### src/rtl/riscv_32_pkg.sv
// Shared opcode constants, control FSM states and next-PC select encoding
// for the 32-bit pipeline control slice.
package riscv_32_pkg;

    localparam logic [6:0] OPC_OP     = 7'b0110011;
    localparam logic [6:0] OPC_OP_IMM = 7'b0010011;
    localparam logic [6:0] OPC_LUI    = 7'b0110111;
    localparam logic [6:0] OPC_AUIPC  = 7'b0010111;
    localparam logic [6:0] OPC_JAL    = 7'b1101111;
    localparam logic [6:0] OPC_JALR   = 7'b1100111;
    localparam logic [6:0] OPC_BRANCH = 7'b1100011;
    localparam logic [6:0] OPC_SYSTEM = 7'b1110011;

    localparam logic [6:0] FUNCT7_MULDIV = 7'b0000001;

    typedef enum logic {
        ST_RUN      = 1'b0,
        ST_DIV_WAIT = 1'b1
    } ctrl_state_e;

    typedef enum logic [1:0] {
        PC_PLUS4  = 2'b00,
        PC_BR_JAL = 2'b01,
        PC_JALR   = 2'b10
    } pc_sel_e;

    // DIV/DIVU/REM/REMU are the M-extension ops with funct3[2] set.
    function automatic logic is_div_op(input logic [6:0] opcode,
                                       input logic       funct3_msb,
                                       input logic [6:0] funct7);
        return (opcode == OPC_OP) && (funct7 == FUNCT7_MULDIV) && funct3_msb;
    endfunction

endpackage

### src/rtl/riscv_32_hazard_unit.sv
// Combinational register-write classification and WB->EX forwarding compare.
module riscv_32_hazard_unit
    import riscv_32_pkg::*;
(
    input  logic [6:0] ex_opcode,
    input  logic [4:0] ex_rs1,
    input  logic [4:0] ex_rs2,
    input  logic [4:0] ex_rd,
    input  logic       ex_valid,
    input  logic       wb_we,
    input  logic [4:0] wb_rd,
    output logic       regwrite,
    output logic       fwd_a,
    output logic       fwd_b
);

    logic wb_live;

    always_comb begin
        regwrite = 1'b0;
        if (ex_rd != 5'd0) begin
            regwrite = ex_opcode inside {OPC_OP, OPC_OP_IMM, OPC_LUI, OPC_AUIPC,
                                         OPC_JAL, OPC_JALR, OPC_SYSTEM};
        end
    end

    // x0 is never forwarded even if some writer targeted it.
    assign wb_live = ex_valid && wb_we && (wb_rd != 5'd0);
    assign fwd_a   = wb_live && (wb_rd == ex_rs1);
    assign fwd_b   = wb_live && (wb_rd == ex_rs2);

endmodule

### src/rtl/riscv_32_pipe_ctrl.sv
// Pipeline control: multi-cycle divide stall FSM, branch/jump redirect,
// EX valid and WB write-back registers.
module riscv_32_pipe_ctrl
    import riscv_32_pkg::*;
#(
    parameter int DIV_CYCLES = 32
) (
    input  logic       clk,
    input  logic       rst_n,
    input  logic       if_valid,
    input  logic [6:0] ex_opcode,
    input  logic [2:0] ex_funct3,
    input  logic [6:0] ex_funct7,
    input  logic [4:0] ex_rs1,
    input  logic [4:0] ex_rs2,
    input  logic [4:0] ex_rd,
    input  logic       ex_br_cond,
    output logic       ex_valid,
    output logic       stall,
    output logic       flush,
    output logic [1:0] pc_sel,
    output logic       fwd_a,
    output logic       fwd_b,
    output logic       wb_we,
    output logic [4:0] wb_rd,
    output logic       div_start,
    output logic       div_busy
);

    localparam int CNT_W = $clog2(DIV_CYCLES);

    ctrl_state_e state_q, state_d;
    logic [CNT_W-1:0] cnt_q, cnt_d;
    logic ex_valid_q, ex_valid_d;
    logic wb_we_q, wb_we_d;
    logic [4:0] wb_rd_q, wb_rd_d;
    logic div_busy_q, div_busy_d;

    logic ex_is_div;
    logic regwrite;
    pc_sel_e pc_sel_n;
    logic unused_funct3;

    assign unused_funct3 = ^ex_funct3[1:0];
    assign ex_is_div     = is_div_op(ex_opcode, ex_funct3[2], ex_funct7);

    riscv_32_hazard_unit u_hazard (
        .ex_opcode (ex_opcode),
        .ex_rs1    (ex_rs1),
        .ex_rs2    (ex_rs2),
        .ex_rd     (ex_rd),
        .ex_valid  (ex_valid_q),
        .wb_we     (wb_we_q),
        .wb_rd     (wb_rd_q),
        .regwrite  (regwrite),
        .fwd_a     (fwd_a),
        .fwd_b     (fwd_b)
    );

    // The launch cycle stalls too, so a divide stalls EX for DIV_CYCLES cycles in total.
    always_comb begin
        state_d    = state_q;
        cnt_d      = cnt_q;
        div_busy_d = div_busy_q;
        stall      = 1'b0;
        div_start  = 1'b0;
        case (state_q)
            ST_RUN: begin
                if (ex_valid_q && ex_is_div) begin
                    div_start  = 1'b1;
                    stall      = 1'b1;
                    cnt_d      = CNT_W'(DIV_CYCLES - 1);
                    div_busy_d = 1'b1;
                    state_d    = ST_DIV_WAIT;
                end
            end
            ST_DIV_WAIT: begin
                if (cnt_q == '0) begin
                    div_busy_d = 1'b0;
                    state_d    = ST_RUN;
                end else begin
                    stall = 1'b1;
                    cnt_d = cnt_q - CNT_W'(1);
                end
            end
            default: state_d = ST_RUN;
        endcase
    end

    always_comb begin
        pc_sel_n = PC_PLUS4;
        if (ex_valid_q && !stall) begin
            if (((ex_opcode == OPC_BRANCH) && ex_br_cond) || (ex_opcode == OPC_JAL)) begin
                pc_sel_n = PC_BR_JAL;
            end else if (ex_opcode == OPC_JALR) begin
                pc_sel_n = PC_JALR;
            end
        end
    end

    assign flush  = (pc_sel_n != PC_PLUS4);
    assign pc_sel = pc_sel_n;

    always_comb begin
        ex_valid_d = stall ? ex_valid_q : (if_valid && !flush);
        wb_we_d    = stall ? 1'b0 : (ex_valid_q && regwrite);
        wb_rd_d    = stall ? wb_rd_q : ex_rd;
    end

    always_ff @(posedge clk or negedge rst_n) begin
        if (!rst_n) begin
            state_q    <= ST_RUN;
            cnt_q      <= '0;
            ex_valid_q <= 1'b0;
            wb_we_q    <= 1'b0;
            wb_rd_q    <= 5'd0;
            div_busy_q <= 1'b0;
        end else begin
            state_q    <= state_d;
            cnt_q      <= cnt_d;
            ex_valid_q <= ex_valid_d;
            wb_we_q    <= wb_we_d;
            wb_rd_q    <= wb_rd_d;
            div_busy_q <= div_busy_d;
        end
    end

    assign ex_valid = ex_valid_q;
    assign wb_we    = wb_we_q;
    assign wb_rd    = wb_rd_q;
    assign div_busy = div_busy_q;

endmodule

### config.mk
export PLATFORM = sky130hd
export DESIGN_NAME = riscv_32_pipe_ctrl
export DESIGN_NICKNAME = d
export VERILOG_FILES = /design/src/rtl/riscv_32_pkg.sv /design/src/rtl/riscv_32_hazard_unit.sv /design/src/rtl/riscv_32_pipe_ctrl.sv
export SDC_FILE = /design/constraint.sdc
export NUM_CORES = 1
export LEC_CHECK = 0
export BUFFER_PORTS_ARGS = -buffer_cell sky130_fd_sc_hd__buf_4
export CAP_MARGIN = 30
export CORE_UTILIZATION = 40
export CTS_CLUSTER_DIAMETER = 120
export DETAILED_ROUTE_END_ITERATION = 8
export MAX_ROUTING_LAYER = met4
export PLACE_DENSITY = 0.79
export SLEW_MARGIN = 20
export SYNTH_ARGS = -nofsm -noshare
export SYNTH_HDL_FRONTEND = slang
export SYNTH_SLANG_ARGS = --single-unit
### constraint.sdc
create_clock -name clk -period 4.7 [get_ports clk]
set_input_delay 0.94 -clock clk [delete_from_list [all_inputs] [get_ports clk]]
set_output_delay 0.94 -clock clk [all_outputs]
set_load 0.005 [all_outputs]
==> flow_results.xml <==
<?xml version="1.0" encoding="UTF-8"?>
<metrics>
  <group name="critical_path">
    <metric name="worst_path_largest_cell_delay" unit="ns">0.54</metric>
    <metric name="critical_path.cell_chain" unit="">buf_4 -&gt; or4b_1 -&gt; or3_4 -&gt; o21ai_4 -&gt; nor3_1 -&gt; buf_4</metric>
    <metric name="critical_path.slowest_cell" unit="">or4b_1</metric>
    <metric name="r2r-start" unit="">cnt_q[0]$_DFFE_PN0P_</metric>
    <metric name="worst_ep_required_time" unit="ns">3.76</metric>
    <metric name="timing.critical_path.from_type" unit="">input port</metric>
    <metric name="critPathKind" unit="">in2out</metric>
    <metric name="critical_path.most_common_cell" unit="">buf_4</metric>
    <metric name="arrival" unit="ns">2.62</metric>
    <metric name="reg2reg_path_depth" unit="">6</metric>
    <metric name="startpoint" unit="">ex_funct7[3]</metric>
    <metric name="critical_path.max_fanout" unit="">13</metric>
    <metric name="r2r-end" unit="">wb_rd[1]$_DFFE_PN0N_</metric>
    <metric name="crit_path_end_kind" unit="">output port</metric>
    <metric name="ff2ff_setup_slack" unit="ns">2.69</metric>
  </group>
  <group name="job">
    <metric name="timing.max_cap.violations" unit="">0</metric>
  </group>
  <group name="sta">
    <metric name="final.period_utilization" unit="">0.758</metric>
    <metric name="finalWorstPathRequiredPeriod" unit="ns">3.56</metric>
    <metric name="totalNegativeSetupSlack" unit="ns">0</metric>
    <metric name="rsz_0062_raised_after_global_routing" unit="">no</metric>
    <metric name="skew" unit="ns">0.00470</metric>
    <metric name="finalHoldViolCount" unit="">0</metric>
    <metric name="tightest_slew" unit="ns">0.405</metric>
    <metric name="final_number_of_max_transition_violations" unit="">0</metric>
    <metric name="max_freq" unit="MHz">281</metric>
    <metric name="setup_viol" unit="">0</metric>
    <metric name="slew_headroom" unit="">0.729</metric>
  </group>
  <group name="placed_design">
    <metric name="placed_cells" unit="">159</metric>
    <metric name="gp_congestion" unit="">0.670</metric>
    <metric name="port_buffers" unit="">48</metric>
    <metric name="post_detailed_placement_half_perimeter_wirelength" unit="um">1750</metric>
  </group>
  <group name="drt">
    <metric name="route.detailed.drc" unit="">0</metric>
    <metric name="dr_total_vias" unit="">849</metric>
    <metric name="drt-wirelength-per-cell" unit="um">12.8</metric>
    <metric name="antenna_left" unit="">0</metric>
    <metric name="detail_route.first_pass.iterations" unit="">1</metric>
    <metric name="detail_route.wirelength" unit="um">2070</metric>
    <metric name="viasPerCell" unit="">5.24</metric>
    <metric name="drt_first_iter_violations" unit="">0</metric>
  </group>
  <group name="global_routing">
    <metric name="grt_pass1_wl" unit="um">3590</metric>
    <metric name="number_of_global_route_vias_before_repair" unit="">861</metric>
    <metric name="grtUsageMet3" unit="">0.0249</metric>
    <metric name="use_met1" unit="">0.218</metric>
    <metric name="grt_antenna_before_repair" unit="">0</metric>
    <metric name="grt-ovfl-total" unit="">0</metric>
    <metric name="grt_util_met2" unit="">0.358</metric>
    <metric name="top_usage_layer" unit="">met2</metric>
    <metric name="global_route.usage.total" unit="">0.201</metric>
    <metric name="pin_count_of_the_biggest_net_entering_global_routing" unit="">15</metric>
  </group>
  <group name="clocking">
    <metric name="post_cts_clock_slew_at_the_launch_and_capture_registers_of_the_worst_setup_and_hold_paths" unit="ns">0.08</metric>
    <metric name="cts_tree" unit="">yes</metric>
    <metric name="ctsHoldBuffers" unit="">0</metric>
    <metric name="cts_made_buffers" unit="">3</metric>
    <metric name="cts_repair_resize_count" unit="">0</metric>
    <metric name="ctsLongestPathBuffers" unit="">2</metric>
    <metric name="clock_insertion_delay_at_the_later_pin_of_the_skew_report" unit="ns">0.27</metric>
    <metric name="tritoncts_num_sinks" unit="">14</metric>
    <metric name="clock-root-buffer" unit="">clkbuf_4</metric>
    <metric name="postCtsSetupRepairBufs" unit="">0</metric>
    <metric name="cts-htree-levels" unit="">1</metric>
  </group>
  <group name="floorplan">
    <metric name="rows" unit="">16</metric>
    <metric name="die_area" unit="mm^2">0.00241</metric>
    <metric name="initial_utilization" unit="">0.439</metric>
    <metric name="die_y" unit="um">49.1</metric>
    <metric name="i_o_pins" unit="">51</metric>
    <metric name="fp.coreArea" unit="mm^2">0.00202</metric>
    <metric name="floorplan.die.width" unit="um">49.1</metric>
  </group>
  <group name="layout">
    <metric name="syn2layout_area_growth" unit="%">45.6</metric>
    <metric name="stdcell_count" unit="">162</metric>
    <metric name="num-nets-final" unit="">175</metric>
    <metric name="filler_cell_count" unit="">184</metric>
    <metric name="drive_above_1_share" unit="">0.422</metric>
    <metric name="antenna-diode-count" unit="">0</metric>
  </group>
  <group name="power">
    <metric name="p_comb_frac" unit="">0.197</metric>
    <metric name="power_leakage" unit="nW">0.630</metric>
    <metric name="cellPowerDensity" unit="mW/mm^2">185</metric>
    <metric name="power.switching" unit="mW">0.0555</metric>
    <metric name="ir_worst_vdd" unit="V">0.000129</metric>
    <metric name="power_switching_share" unit="">0.232</metric>
    <metric name="power_report.internal_total" unit="mW">0.184</metric>
    <metric name="seq_power_share" unit="">0.533</metric>
    <metric name="report.power.total" unit="mW">0.240</metric>
    <metric name="power.clock.fraction" unit="">0.270</metric>
  </group>
  <group name="status">
    <metric name="outcome" unit="">finished, final reports clean</metric>
  </group>
  <group name="synthesis">
    <metric name="post_synth_num_cell_types" unit="">31</metric>
    <metric name="post_synth_instance_area" unit="um^2">888</metric>
    <metric name="ys.warnings.count" unit="">0</metric>
    <metric name="postSynthCellCount" unit="">85</metric>
    <metric name="seq_area_frac_synth" unit="">0.394</metric>
    <metric name="mappedNetlistNets" unit="">123</metric>
    <metric name="synth_seq_cells" unit="">14</metric>
    <metric name="post_synth.cell_area_avg" unit="um^2">10.5</metric>
  </group>
  <group name="min_path">
    <metric name="min-delay-path-class" unit="">in2async</metric>
  </group>
</metrics>
-- area by class of cell --
| cell class | instances | area [um^2] | share of cell area |
|---|---|---|---|
| Tap cell | 27 | 33.8 | 0.0261 |
| Inverter | 3 | 11.3 | 0.00870 |
| Timing Repair Buffer | 48 | 360 | 0.279 |
| Sequential cell | 14 | 350 | 0.271 |
| Multi-Input combinational cell | 67 | 515 | 0.398 |
| Clock buffer | 3 | 22.5 | 0.0174 |
-- placed cells by master, fill, tap and decap left out, types with 2 or more instances in the layout --
master    netlist  final
o21ai_0         2      2
and3_1          3      3
a21oi_1         2      2
o211ai_1        2      2
nor4_1          3      3
buf_4           0     48
clkbuf_4        0      3
ha_1            2      2
nor3_1          3      3
mux2_1          2      2
inv_1           3      3
nand3_1         4      4
nor2_1          2      2
mux2_4          3      3
or4_1           3      3
or2_1           2      2
or4b_1          3      3
xnor2_1         6      6
dfrtp_1        14     14
xor2_1          6      6
a31oi_1         3      3
nand2_1         5      5
nand2b_1        2      2
-- stage by stage --
| stage | setup slack, ns | util | hold slack, ns | area (um^2) |
|---|---|---|---|---|
| final | 1.14 | 0.640 | 0.498 | 1290 |
| after CTS | 1.13 | 0.640 | 0.496 | 1290 |
| after floorplan | 1.50 | - | 0.476 | 888 |
| after global placement | 1.15 | 0.629 | 0.495 | 1270 |
| after detailed placement | 1.13 | 0.629 | 0.494 | 1270 |
| after global routing | 1.05 | 0.640 | 0.501 | 1290 |
-- cells in the mapped netlist, drive strengths merged --
cell    number  area [um^2]
xor2         6         52.6
nor2b        1         6.26
a31oi        3         18.8
mux2i        1         10.0
nand2b       2         12.5
dfrtp       14          350
nand2        5         18.8
o211ai       2         15.0
or3          1         11.3
nand4        1         6.26
inv          3         11.3
mux2         6         78.8
or4          3         22.5
and3b        1         8.76
nand3        4         20.0
xnor2        6         52.6
nor4b        1         8.76
ha           2         25.0
a22o         1         8.76
and3         3         18.8
a21oi        2         10.0
o21ai        3         26.3
buf          1         11.3
nor2         2         7.51
or2          2         12.5
nor4         3         18.8
or4b         3         30.0
nor3         3         15.0
-- metal layers --
layer	routed length, um	up-vias	part of all wire
met5	0	-	0
met4	31	0	0.015
met2	1080	35	0.52
li1	-	416	-
met1	853	394	0.41
met3	105	4	0.051
-- registers in the layout, indices dropped and copies added, names as in the netlist --
| name | flops |
|---|---|
| cnt_q | 5 |
| wb_rd | 5 |
| div_busy | 1 |
| ex_valid | 1 |
| state_q | 1 |
| wb_we | 1 |
-- cell families after synthesis --
| family | count (synthesis) | share of synthesized area |
|---|---|---|
| AO/OA/AOI/OAI | 11 | 0.0887 |
| flip-flops | 14 | 0.394 |
| multiplexers | 7 | 0.100 |
| buffers and inverters | 4 | 0.0254 |
| AND/OR/NAND/NOR | 35 | 0.245 |
| XOR/XNOR | 12 | 0.118 |
| adder cells (fa/ha/maj) | 2 | 0.0282 |
-- power groups by stage --
| stage | clock network (mW) | logic [mW] | registers, mW |
|---|---|---|---|
| after floorplan | 0 | 0.0154 | 0.129 |
| after global placement | 0 | 0.0459 | 0.130 |
| after detailed placement | 0 | 0.0477 | 0.130 |
| after CTS | 0.0674 | 0.0478 | 0.128 |
| after global routing | 0.0708 | 0.0520 | 0.129 |
| final | 0.0646 | 0.0473 | 0.128 |
-- critical path, delay by kind of cell --
family                 cells  cell delay, ns
buffers and inverters      2            0.25
AOI/OAI and AO/OA          1            0.35
and+or+nand+nor            3            1.08
-- worst max path at each step --
stage,to,slack (ns),cells past startpoint
after floorplan,pc_sel[0],1.50,5
after CTS,pc_sel[1],1.13,6
final,pc_sel[0],1.14,6
after global routing,pc_sel[1],1.05,6
after detailed placement,pc_sel[1],1.13,6
after global placement,pc_sel[0],1.15,6
No activity file was read; power rests on OpenSTA's default activity.
